<file path="src/rtl/secure_packet_rx.sv">
// Base-station receiver for the secure sensor link: 8N1 UART deserialiser feeding a
// SYNC/CIPHER/CHECK packet framer that decrypts, verifies and publishes the temperature.
module secure_packet_rx #(
    parameter int          CLKS_PER_BIT = 434,
    parameter logic [7:0]  SYNC_BYTE    = 8'h5A,
    parameter logic [7:0]  KEY          = 8'hA5,
    parameter int          TIMEOUT_CLKS = 16 * CLKS_PER_BIT
) (
    input  logic       clk,
    input  logic       rst,
    input  logic       uart_rx,
    output logic [7:0] temp_out,
    output logic       temp_valid,
    output logic       chk_err,
    output logic       frame_err,
    output logic       timeout_err,
    output logic       busy
);

    localparam int CNT_W = $clog2(CLKS_PER_BIT);
    localparam int TO_W  = $clog2(TIMEOUT_CLKS + 1);
    localparam logic [CNT_W-1:0] HALF_BIT = CNT_W'(CLKS_PER_BIT / 2);
    localparam logic [CNT_W-1:0] LAST_CNT = CNT_W'(CLKS_PER_BIT - 1);
    localparam logic [TO_W-1:0]  TO_LAST  = TO_W'(TIMEOUT_CLKS - 1);

    localparam logic [1:0] B_IDLE  = 2'd0;
    localparam logic [1:0] B_START = 2'd1;
    localparam logic [1:0] B_DATA  = 2'd2;
    localparam logic [1:0] B_STOP  = 2'd3;

    localparam logic [1:0] P_HUNT       = 2'd0;
    localparam logic [1:0] P_GET_CIPHER = 2'd1;
    localparam logic [1:0] P_GET_CHECK  = 2'd2;

    logic [1:0]       sync_reg;
    logic             rx_s;

    logic [1:0]       bit_state_reg, bit_state_next;
    logic [CNT_W-1:0] bit_cnt_reg, bit_cnt_next;
    logic [2:0]       bit_idx_reg, bit_idx_next;
    logic [7:0]       shift_reg, shift_next;
    logic             armed_reg, armed_next;
    logic             stop_ok, stop_bad;
    logic             byte_stb_reg;
    logic [7:0]       byte_q_reg;
    logic             frame_err_reg;

    logic [1:0]       pkt_state_reg, pkt_state_next;
    logic [7:0]       cipher_reg, cipher_next;
    logic [TO_W-1:0]  idle_reg, idle_next;
    logic [7:0]       temp_reg, temp_next;
    logic             temp_valid_reg, temp_valid_next;
    logic             chk_err_reg, chk_err_next;
    logic             timeout_reg, timeout_next;
    logic [7:0]       plain;
    logic [7:0]       sum;

    always_ff @(posedge clk) begin
        if (rst) begin
            sync_reg <= 2'b00;
        end else begin
            sync_reg <= {sync_reg[0], uart_rx};
        end
    end

    assign rx_s = sync_reg[1];

    // armed_reg only learns a high line while idle, so a stop-bit failure with the
    // line still low cannot be mistaken for the next start bit.
    always_comb begin
        bit_state_next = bit_state_reg;
        bit_cnt_next   = bit_cnt_reg;
        bit_idx_next   = bit_idx_reg;
        shift_next     = shift_reg;
        armed_next     = armed_reg;
        stop_ok        = 1'b0;
        stop_bad       = 1'b0;
        case (bit_state_reg)
            B_IDLE: begin
                if (armed_reg && !rx_s) begin
                    bit_state_next = B_START;
                    bit_cnt_next   = '0;
                    armed_next     = 1'b0;
                end else begin
                    armed_next = armed_reg | rx_s;
                end
            end
            B_START: begin
                if (bit_cnt_reg == HALF_BIT) begin
                    bit_cnt_next = '0;
                    bit_idx_next = '0;
                    bit_state_next = rx_s ? B_IDLE : B_DATA;
                end else begin
                    bit_cnt_next = bit_cnt_reg + CNT_W'(1);
                end
            end
            B_DATA: begin
                if (bit_cnt_reg == LAST_CNT) begin
                    bit_cnt_next = '0;
                    shift_next   = {rx_s, shift_reg[7:1]};
                    if (bit_idx_reg == 3'd7) begin
                        bit_state_next = B_STOP;
                    end else begin
                        bit_idx_next = bit_idx_reg + 3'd1;
                    end
                end else begin
                    bit_cnt_next = bit_cnt_reg + CNT_W'(1);
                end
            end
            default: begin
                if (bit_cnt_reg == LAST_CNT) begin
                    bit_cnt_next   = '0;
                    bit_state_next = B_IDLE;
                    stop_ok        = rx_s;
                    stop_bad       = !rx_s;
                end else begin
                    bit_cnt_next = bit_cnt_reg + CNT_W'(1);
                end
            end
        endcase
    end

    always_ff @(posedge clk) begin
        if (rst) begin
            bit_state_reg <= B_IDLE;
            bit_cnt_reg   <= '0;
            bit_idx_reg   <= '0;
            shift_reg     <= '0;
            armed_reg     <= 1'b0;
            byte_stb_reg  <= 1'b0;
            byte_q_reg    <= '0;
            frame_err_reg <= 1'b0;
        end else begin
            bit_state_reg <= bit_state_next;
            bit_cnt_reg   <= bit_cnt_next;
            bit_idx_reg   <= bit_idx_next;
            shift_reg     <= shift_next;
            armed_reg     <= armed_next;
            byte_stb_reg  <= stop_ok;
            frame_err_reg <= stop_bad;
            if (stop_ok) begin
                byte_q_reg <= shift_reg;
            end
        end
    end

    assign plain = {cipher_reg[2:0], cipher_reg[7:3]} ^ KEY;
    assign sum   = plain + cipher_reg;

    // The packet FSM reacts to the raw stop failure so busy drops together with frame_err.
    always_comb begin
        pkt_state_next  = pkt_state_reg;
        cipher_next     = cipher_reg;
        idle_next       = idle_reg;
        temp_next       = temp_reg;
        temp_valid_next = 1'b0;
        chk_err_next    = 1'b0;
        timeout_next    = 1'b0;
        case (pkt_state_reg)
            P_GET_CIPHER, P_GET_CHECK: begin
                if (stop_bad) begin
                    pkt_state_next = P_HUNT;
                    idle_next      = '0;
                end else if (byte_stb_reg) begin
                    idle_next = '0;
                    if (pkt_state_reg == P_GET_CIPHER) begin
                        cipher_next    = byte_q_reg;
                        pkt_state_next = P_GET_CHECK;
                    end else begin
                        pkt_state_next = P_HUNT;
                        if (byte_q_reg == sum) begin
                            temp_next       = plain;
                            temp_valid_next = 1'b1;
                        end else begin
                            chk_err_next = 1'b1;
                        end
                    end
                end else if (idle_reg == TO_LAST) begin
                    timeout_next   = 1'b1;
                    pkt_state_next = P_HUNT;
                    idle_next      = '0;
                end else begin
                    idle_next = idle_reg + TO_W'(1);
                end
            end
            default: begin
                idle_next = '0;
                if (byte_stb_reg && byte_q_reg == SYNC_BYTE) begin
                    pkt_state_next = P_GET_CIPHER;
                end
            end
        endcase
    end

    always_ff @(posedge clk) begin
        if (rst) begin
            pkt_state_reg  <= P_HUNT;
            cipher_reg     <= '0;
            idle_reg       <= '0;
            temp_reg       <= '0;
            temp_valid_reg <= 1'b0;
            chk_err_reg    <= 1'b0;
            timeout_reg    <= 1'b0;
        end else begin
            pkt_state_reg  <= pkt_state_next;
            cipher_reg     <= cipher_next;
            idle_reg       <= idle_next;
            temp_reg       <= temp_next;
            temp_valid_reg <= temp_valid_next;
            chk_err_reg    <= chk_err_next;
            timeout_reg    <= timeout_next;
        end
    end

    assign temp_out    = temp_reg;
    assign temp_valid  = temp_valid_reg;
    assign chk_err     = chk_err_reg;
    assign frame_err   = frame_err_reg;
    assign timeout_err = timeout_reg;
    assign busy        = (pkt_state_reg != P_HUNT);

endmodule

</file>
<file path="config.mk">
export PLATFORM = sky130hd
export DESIGN_NAME = secure_packet_rx
export DESIGN_NICKNAME = d
export VERILOG_FILES = /design/src/rtl/secure_packet_rx.sv
export SDC_FILE = /design/constraint.sdc
export NUM_CORES = 1
export LEC_CHECK = 0
export ABC_AREA = 1
export ABC_CLOCK_PERIOD_IN_PS = 2400
export BUFFER_PORTS_ARGS = -buffer_cell sky130_fd_sc_hd__buf_2
export CAP_MARGIN = 30
export CORE_ASPECT_RATIO = 2
export CORE_MARGIN = 2
export CORE_UTILIZATION = 30
export CTS_BUF_LIST = sky130_fd_sc_hd__clkbuf_8
export CTS_CLUSTER_SIZE = 16
export DETAILED_ROUTE_END_ITERATION = 6
export GPL_TIMING_DRIVEN = 0
export HOLD_SLACK_MARGIN = 0.03
export PLACE_DENSITY = 0.56
export SLEW_MARGIN = 20
export SYNTH_ARGS = -nofsm -noshare
export SYNTH_HDL_FRONTEND = slang
export SYNTH_SLANG_ARGS = --single-unit
</file>
<file path="constraint.sdc">
create_clock -name clk -period 2.4 [get_ports clk]
set_input_delay 0.12 -clock clk [delete_from_list [all_inputs] [get_ports clk]]
set_output_delay 0.12 -clock clk [all_outputs]
set_load 0.005 [all_outputs]
</file>
==> results of run 1 <==
## cell type report
cell class	count	area (sq um)	share of cell area
Buffer	9	47.55	0.01202
Clock inverter	7	90.09	0.02278
Clock buffer	9	123.9	0.03132
Multi-Input combinational cell	317	1803	0.4559
Sequential cell	69	1381	0.3493
Inverter	67	251.5	0.06359
Tap cell	142	177.7	0.04492
Timing Repair Buffer	15	80.08	0.02025
## layer usage
metal	vias to the layer above	wire [microns]
li1	1534	-
met5	-	0
met1	1341	2692
met4	0	309
met2	33	4382
met3	22	162
## worst paths after layout
path | startpoint | to | slack [ns] | depth (start not counted)
worst max-delay path | cipher_reg[3] | temp_out[4] | 0.13 | 11
worst min-delay path | rst | bit_state_reg[1] | 0.18 | 2
worst max register to register | cipher_reg[3] | temp_out[4] | 0.13 | 11
worst min register to register | sync_reg[0] | sync_reg[1] | 0.41 | 2
## cell usage after synthesis (all sizes together)
cell,number
clkbuf,4
inv,67
nor4,4
o21ai,17
xnor2,6
nand3,30
nor3b,2
nand2,91
or2,1
nand3b,1
o41ai,1
buf,5
nand4,13
a21oi,30
ha,15
nor3,6
dfxtp,69
xor2,13
a211oi,11
a21o,1
fa,1
nor2,73
## cell families after synthesis
logic type,count (synthesis),share of synthesized area
XOR/XNOR,19,0.04805
flip-flops,69,0.3988
adder cells (fa/ha/maj),16,0.05997
AND/OR/NAND/NOR,221,0.3020
AO/OA/AOI/OAI,60,0.1048
buffers and inverters,76,0.08634
## report_power, final
part | internal (uW) | switching, uW
Clock | 579 | 444
Sequential | 1190 | 38.2
Combinational | 110 | 240
## what timing repair did
action                                  4_1_cts  5_1_grt
endpoints found under the setup margin        0        8
hold buffers                                  1        0
resized for setup                             0        3
hold endpoints to repair                      1        0
## metrics by stage
stage | power [uW] | cells | area [sq um]
finish | 2598 | 635 | 3955
global route | 2757 | 635 | 3955
CTS | 2640 | 634 | 3935
detailed placement | 1607 | 617 | 3711
global placement | 1597 | 617 | 3711
floorplan | 1524 | 461 | 3463
## layout by cell type (no fill, tap or decap), types with 6 or more instances in the layout
cell,n
a211oi_1,9
a21oi_1,28
buf_2,16
clkbuf_8,9
dfxtp_1,69
ha_1,14
inv_1,64
nand2_1,81
nand2_2,10
nand3_1,27
nand4_1,11
nor2_1,65
o21ai_0,14
xnor2_1,6
xor2_1,13
## critical path: cells and delay by family, from the launching register on
kind	cells	cell delay, ns
XOR/XNOR	1	0.11
adder cells (fa/ha/maj)	2	0.74
buffers and inverters	1	0.07
flip-flops	1	0.37
AND/OR/NAND/NOR	7	0.87
==> results by group, run 1 <==
Clock tree
  • Clock Sinks: 69
  • Clock transition at the registers of the reported paths: 0.08 ns
  • Skew-Pair Late Insertion Delay: 0.35 ns
  • Clock Path Buffers: 2
  • TritonCTS Buffers: 9
  • CTS tree: built
  • Root Buffer: clkbuf_8
  • Setup Fix Bufs, Post-CTS: 0
  • CTS H-tree lvls: 3

Critical path
  • CP max stage delay: 0.54 ns
  • CP Cell Sequence: inv_1, ha_2, fa_2, xnor2_1, nand2_1, nor2_4, nand3_2, nor2_4, nand4_2, nor2_1, nor2_1
  • Worst Path Arrival: 2.52 ns
  • Required time of the critical path: 2.65 ns
  • Slowest stage cell, crit path: fa_2
  • Worst Setup End Kind: register
  • Startpoint Class: register
  • Crit Path Class: reg2reg
  • CP Max Fanout: 4

Placed design
  • Placer Congestion: 0.9048
  • Hpwl dp: 5935 microns
  • PortBufs: 14
  • Dpl ws: 0.1532 ns

Layout
  • Share of layout cells above drive strength 1: 0.1460
  • Util after Layout: 0.3504
  • Ant diodes: 0
  • Synthesis-to-finish area growth: 14.20%
  • FILL cells: 1224
  • Final #Nets: 507
  • Max reg flops: 13

Detailed routing
  • Post-route ant nets: 0
  • Number of vias per cell: 4.614
  • Post-Route WL: 7546 microns
  • Pre-Repair DR Iteration Count: 4
  • Initial drt markers: 50
  • Vias: 2930
  • Avg WL per Cell: 11.88 microns
  • # DRC: 0

Floorplan
  • FP Rows: 55
  • Die Area: 12470 sq um
  • Initial Utilization: 0.3069
  • I/O pin count: 16
  • Core area: 11290 sq um
  • Die Y: 156.0 microns
  • Die width: 79.98 microns

Yosys
  • Synth area leader: dfxtp_1
  • Post-Synthesis Cells: 461
  • Syn avg cell area: 7.513 sq um
  • Syn Std Cell Area: 3463 sq um
  • Top cell type's share of synthesized area: 0.3988
  • Sequential element share of the synthesized area: 0.3988
  • Top cells by area, synth: dfxtp_1, nand2_1, nor2_1, inv_1, ha_1
  • Mapped Nets: 480
  • Synth Warn #: 0
  • Yosys cell types: 37
  • Synthesized flop and latch total: 69

Global route
  • All-Layer GR Usage: 0.1331
  • Busiest grt layer: met2
  • GRT met3 Usage: 0.03299
  • First-pass GRT wire length: 13060 microns
  • GRT met1 Usage: 0.1226
  • Pin count of the biggest net entering global routing: 13
  • Number of global-route vias before repair: 2972
  • Met2 GRT Util: 0.2583
  • Total grt overflow: 0
  • Initial antenna violation count: 0

STA
  • Final worst-path cycle share: 0.9461
  • Slew @ Worst Pin: 0.5454 ns
  • Fin Setup TNS: 0 ns
  • Slew Viols, Final: 0
  • Final hold violation count: 0
  • Max Clock Skew: 0.008213 ns
  • Hold Slack: 0.1805 ns
  • Setup WS post-layout: 0.1294 ns
  • Max Clk Rate: 0.4404 GHz
  • Rel. slew slack: 0.6364
  • Finish-stage setup viols: 0
  • Clock period minus worst slack: 2.271 ns

Power
  • Leakage: 0.001691 uW
  • PD cells: 656.8 nW/um^2
  • Peak supply drop: 0.0003026 V

Outcome
  • Status: complete, no violations

Min path
  • Hold Crit Class: in2reg

Run
  • Max-cap violation count: 0
(Power assumes the default switching activity.)
==> run 2, diff against run 1 <==
--- a/config.mk
+++ b/config.mk
@@ -6,10 +6,10 @@
 export NUM_CORES = 1
 export LEC_CHECK = 0
 export ABC_AREA = 1
-export ABC_CLOCK_PERIOD_IN_PS = 2400
+export ABC_CLOCK_PERIOD_IN_PS = 2200
 export BUFFER_PORTS_ARGS = -buffer_cell sky130_fd_sc_hd__buf_2
 export CAP_MARGIN = 30
-export CORE_ASPECT_RATIO = 2
+export CORE_ASPECT_RATIO = 1.2
 export CORE_MARGIN = 2
 export CORE_UTILIZATION = 30
 export CTS_BUF_LIST = sky130_fd_sc_hd__clkbuf_8
@@ -17,7 +17,7 @@
 export DETAILED_ROUTE_END_ITERATION = 6
 export GPL_TIMING_DRIVEN = 0
 export HOLD_SLACK_MARGIN = 0.03
-export PLACE_DENSITY = 0.56
+export PLACE_DENSITY = 0.42
 export SLEW_MARGIN = 20
 export SYNTH_ARGS = -nofsm -noshare
 export SYNTH_HDL_FRONTEND = slang
==> constraint.sdc (replaced) <==
create_clock -name clk -period 2.2 [get_ports clk]
set_input_delay 0.11 -clock clk [delete_from_list [all_inputs] [get_ports clk]]
set_output_delay 0.11 -clock clk [all_outputs]
set_load 0.005 [all_outputs]
==> run 2 against run 1 <==
Highest routed layer unchanged. Clock power is 15% lower. Critical endpoint is now chk_err. Routed wire length is 1.6% higher. Sequential share of layout area hardly changed. Largest power group unchanged. Sequential power is 9% higher.
==> results by group, run 2 (synthesis gave the netlist of run 1 again) <==
Critical path
  • Crit Path Class: reg2reg
  • Slowest stage cell, crit path: fa_2
  • CP max stage delay: 0.55 ns (about the same)
  • CP Cell Sequence: inv_2, ha_4, fa_2, xnor2_2, nand2_1, nor2_4, nand3_2, nor2_4, nand3_2, buf_4, nand3_1, inv_1
  • Required time of the critical path: 2.44 ns (-0.21 ns)
  • Worst Path Arrival: 2.33 ns (-0.19 ns)
  • Startpoint Class: register
  • Worst Setup End Kind: register
  • CP Max Fanout: 3 (-1)

Clock tree
  • TritonCTS Buffers: 9 (unchanged)
  • Root Buffer: clkbuf_8
  • Clock Path Buffers: 2 (unchanged)
  • CTS H-tree lvls: 3 (unchanged)
  • Skew-Pair Late Insertion Delay: 0.34 ns (about the same)
  • Clock transition at the registers of the reported paths: 0.07 ns (about the same)
  • CTS tree: built
  • Clock Sinks: 69 (unchanged)

Layout
  • Ant diodes: 0 (unchanged)
  • FILL cells: 1256 (+2.6%)
  • Commonest cells after routing, fill and taps aside: nand2_1, inv_1, nor2_1
  • Commonest non-fill, non-tap cell in the layout: nand2_1
  • Final #Nets: 511 (+0.79%)
  • Util after Layout: 0.3486 (-0.001825)
  • Share of layout cells above drive strength 1: 0.1633 (+0.01726)
  • Final instance area: 3976 sq um (+0.54%)
  • Synthesis-to-finish area growth: 14.81%
  • Max reg flops: 13 (unchanged)

Global route
  • First-pass GRT wire length: 13660 microns (+4.6%)
  • Number of global-route vias before repair: 2912 (-2.0%)
  • All-Layer GR Usage: 0.1402 (+0.007129)
  • Total grt overflow: 0 (unchanged)
  • Pin count of the biggest net entering global routing: 11 (-2)
  • Initial antenna violation count: 0 (unchanged)

STA
  • Final worst-path cycle share: 0.9519 (+0.005758)
  • Slew Viols, Final: 0 (unchanged)
  • Max Clock Skew: 0.005216 ns (-0.002996 ns)
  • Fin Setup TNS: 0 ns (unchanged)
  • Slew @ Worst Pin: 0.5365 ns (-0.008929 ns)
  • Setup WS post-layout: 0.1059 ns (-0.02345 ns)
  • Clock period minus worst slack: 2.094 ns (-0.1766 ns)
  • Max Clk Rate: 0.4775 GHz (+8.4%)
  • Final hold violation count: 0 (unchanged)
  • RSZ-0062 raised after global routing: true
  • Rel. slew slack: 0.6423 (+0.005953)
  • Finish-stage setup viols: 0 (unchanged)

Placed design
  • Area after DPL: 3730 sq um (+0.51%)
  • Dpl ws: -0.1337 ns (-0.2870 ns)
  • Placer Congestion: 0.7758 (-14%)
  • Hpwl dp: 5727 microns (-3.5%)
  • PortBufs: 14 (unchanged)

Power
  • Peak supply drop: 0.0002956 V (-2.3%)
  • PD cells: 651.6 nW/um^2 (-0.80%)
  • Power Total: 2591 uW (-0.27%)
  • Leakage: 0.001710 uW (+1.1%)

Min path
  • Hold Crit Class: in2reg

Detailed routing
  • Initial drt markers: 84 (+68%)
  • Post-Route WL: 7663 microns (+1.6%)
  • # DRC: 0 (unchanged)
  • Avg WL per Cell: 11.74 microns (-1.2%)
  • Post-route ant nets: 0 (unchanged)
  • Vias: 2920 (-0.34%)
  • Number of vias per cell: 4.472 (-3.1%)
  • Pre-Repair DR Iteration Count: 4 (unchanged)

Floorplan
  • Die Area: 12420 sq um (-0.39%)
  • Die Y: 121.7 microns (-22%)
  • Initial Utilization: 0.3036 (-0.003232)
  • FP Rows: 43 (-22%)
  • Core area: 11410 sq um (+1.1%)
  • Die width: 102.1 microns (+28%)
  • I/O pin count: 16 (unchanged)

Run
  • Max-cap violation count: 0 (unchanged)

Outcome
  • Status: complete, no violations
==> run 2: final cells by class <==
cell class                      instances  area (sq um)  area share
Inverter                               67         251.5     0.06325
Tap cell                              157         196.4     0.04940
Buffer                                  9         47.55     0.01196
Timing Repair Buffer                   19         110.1     0.02769
Multi-Input combinational cell        317          1823      0.4585
Clock buffer                           10         137.6     0.03461
Clock inverter                          5         21.27    0.005349
Sequential cell                        69          1389      0.3493
==> run 2: metal layers <==
layer	GRT usage	part of all wire	wire, microns	vias up
met5	0	0	0	-
met4	0.05917	0.020	153	0
met3	0.02926	0.020	150	11
met2	0.2360	0.49	3788	27
met1	0.1724	0.47	3571	1333
li1	-	-	-	1549
==> run 2: critical path, delay by kind of cell (launching register included) <==
| kind | cells | cell delay (ns) |
|---|---|---|
| buffers and inverters | 3 | 0.24 |
| flip-flops | 1 | 0.33 |
| AND/OR/NAND/NOR | 6 | 0.62 |
| adder cells (fa/ha/maj) | 2 | 0.70 |
| XOR/XNOR | 1 | 0.11 |
==> run 2: what timing repair did <==
action	4_1_cts	5_1_grt
resized for setup	5	8
pin swaps	4	8
endpoints found under the setup margin	9	9
cloned	1	0
endpoints found under the hold margin	1	0
setup buffers	1	3
hold buffers	1	0
==> run 2: power by group <==
part / internal, uW / switching (uW)
logic: 120 / 263
clock network: 418 / 452
registers: 1300 / 42.8
total: 1830 / 758
==> run 2: final timing paths <==
| path | from | end | slack [ns] | cells past startpoint |
|---|---|---|---|---|
| setup / recovery | cipher_reg[3] | chk_err | 0.11 | 12 |
| hold / removal | rst | bit_state_reg[1] | 0.19 | 2 |
| setup reg to reg | cipher_reg[3] | chk_err | 0.11 | 12 |
| hold reg to reg | sync_reg[0] | sync_reg[1] | 0.40 | 2 |
==> run 2: through the flow <==
step | hold slack, ns | instances
after floorplan | 0.2170 | 461
after global placement | 0.3148 | 632
after detailed placement | 0.3198 | 632
after CTS | 0.1782 | 650
after global routing | 0.1920 | 653
final | 0.1860 | 653
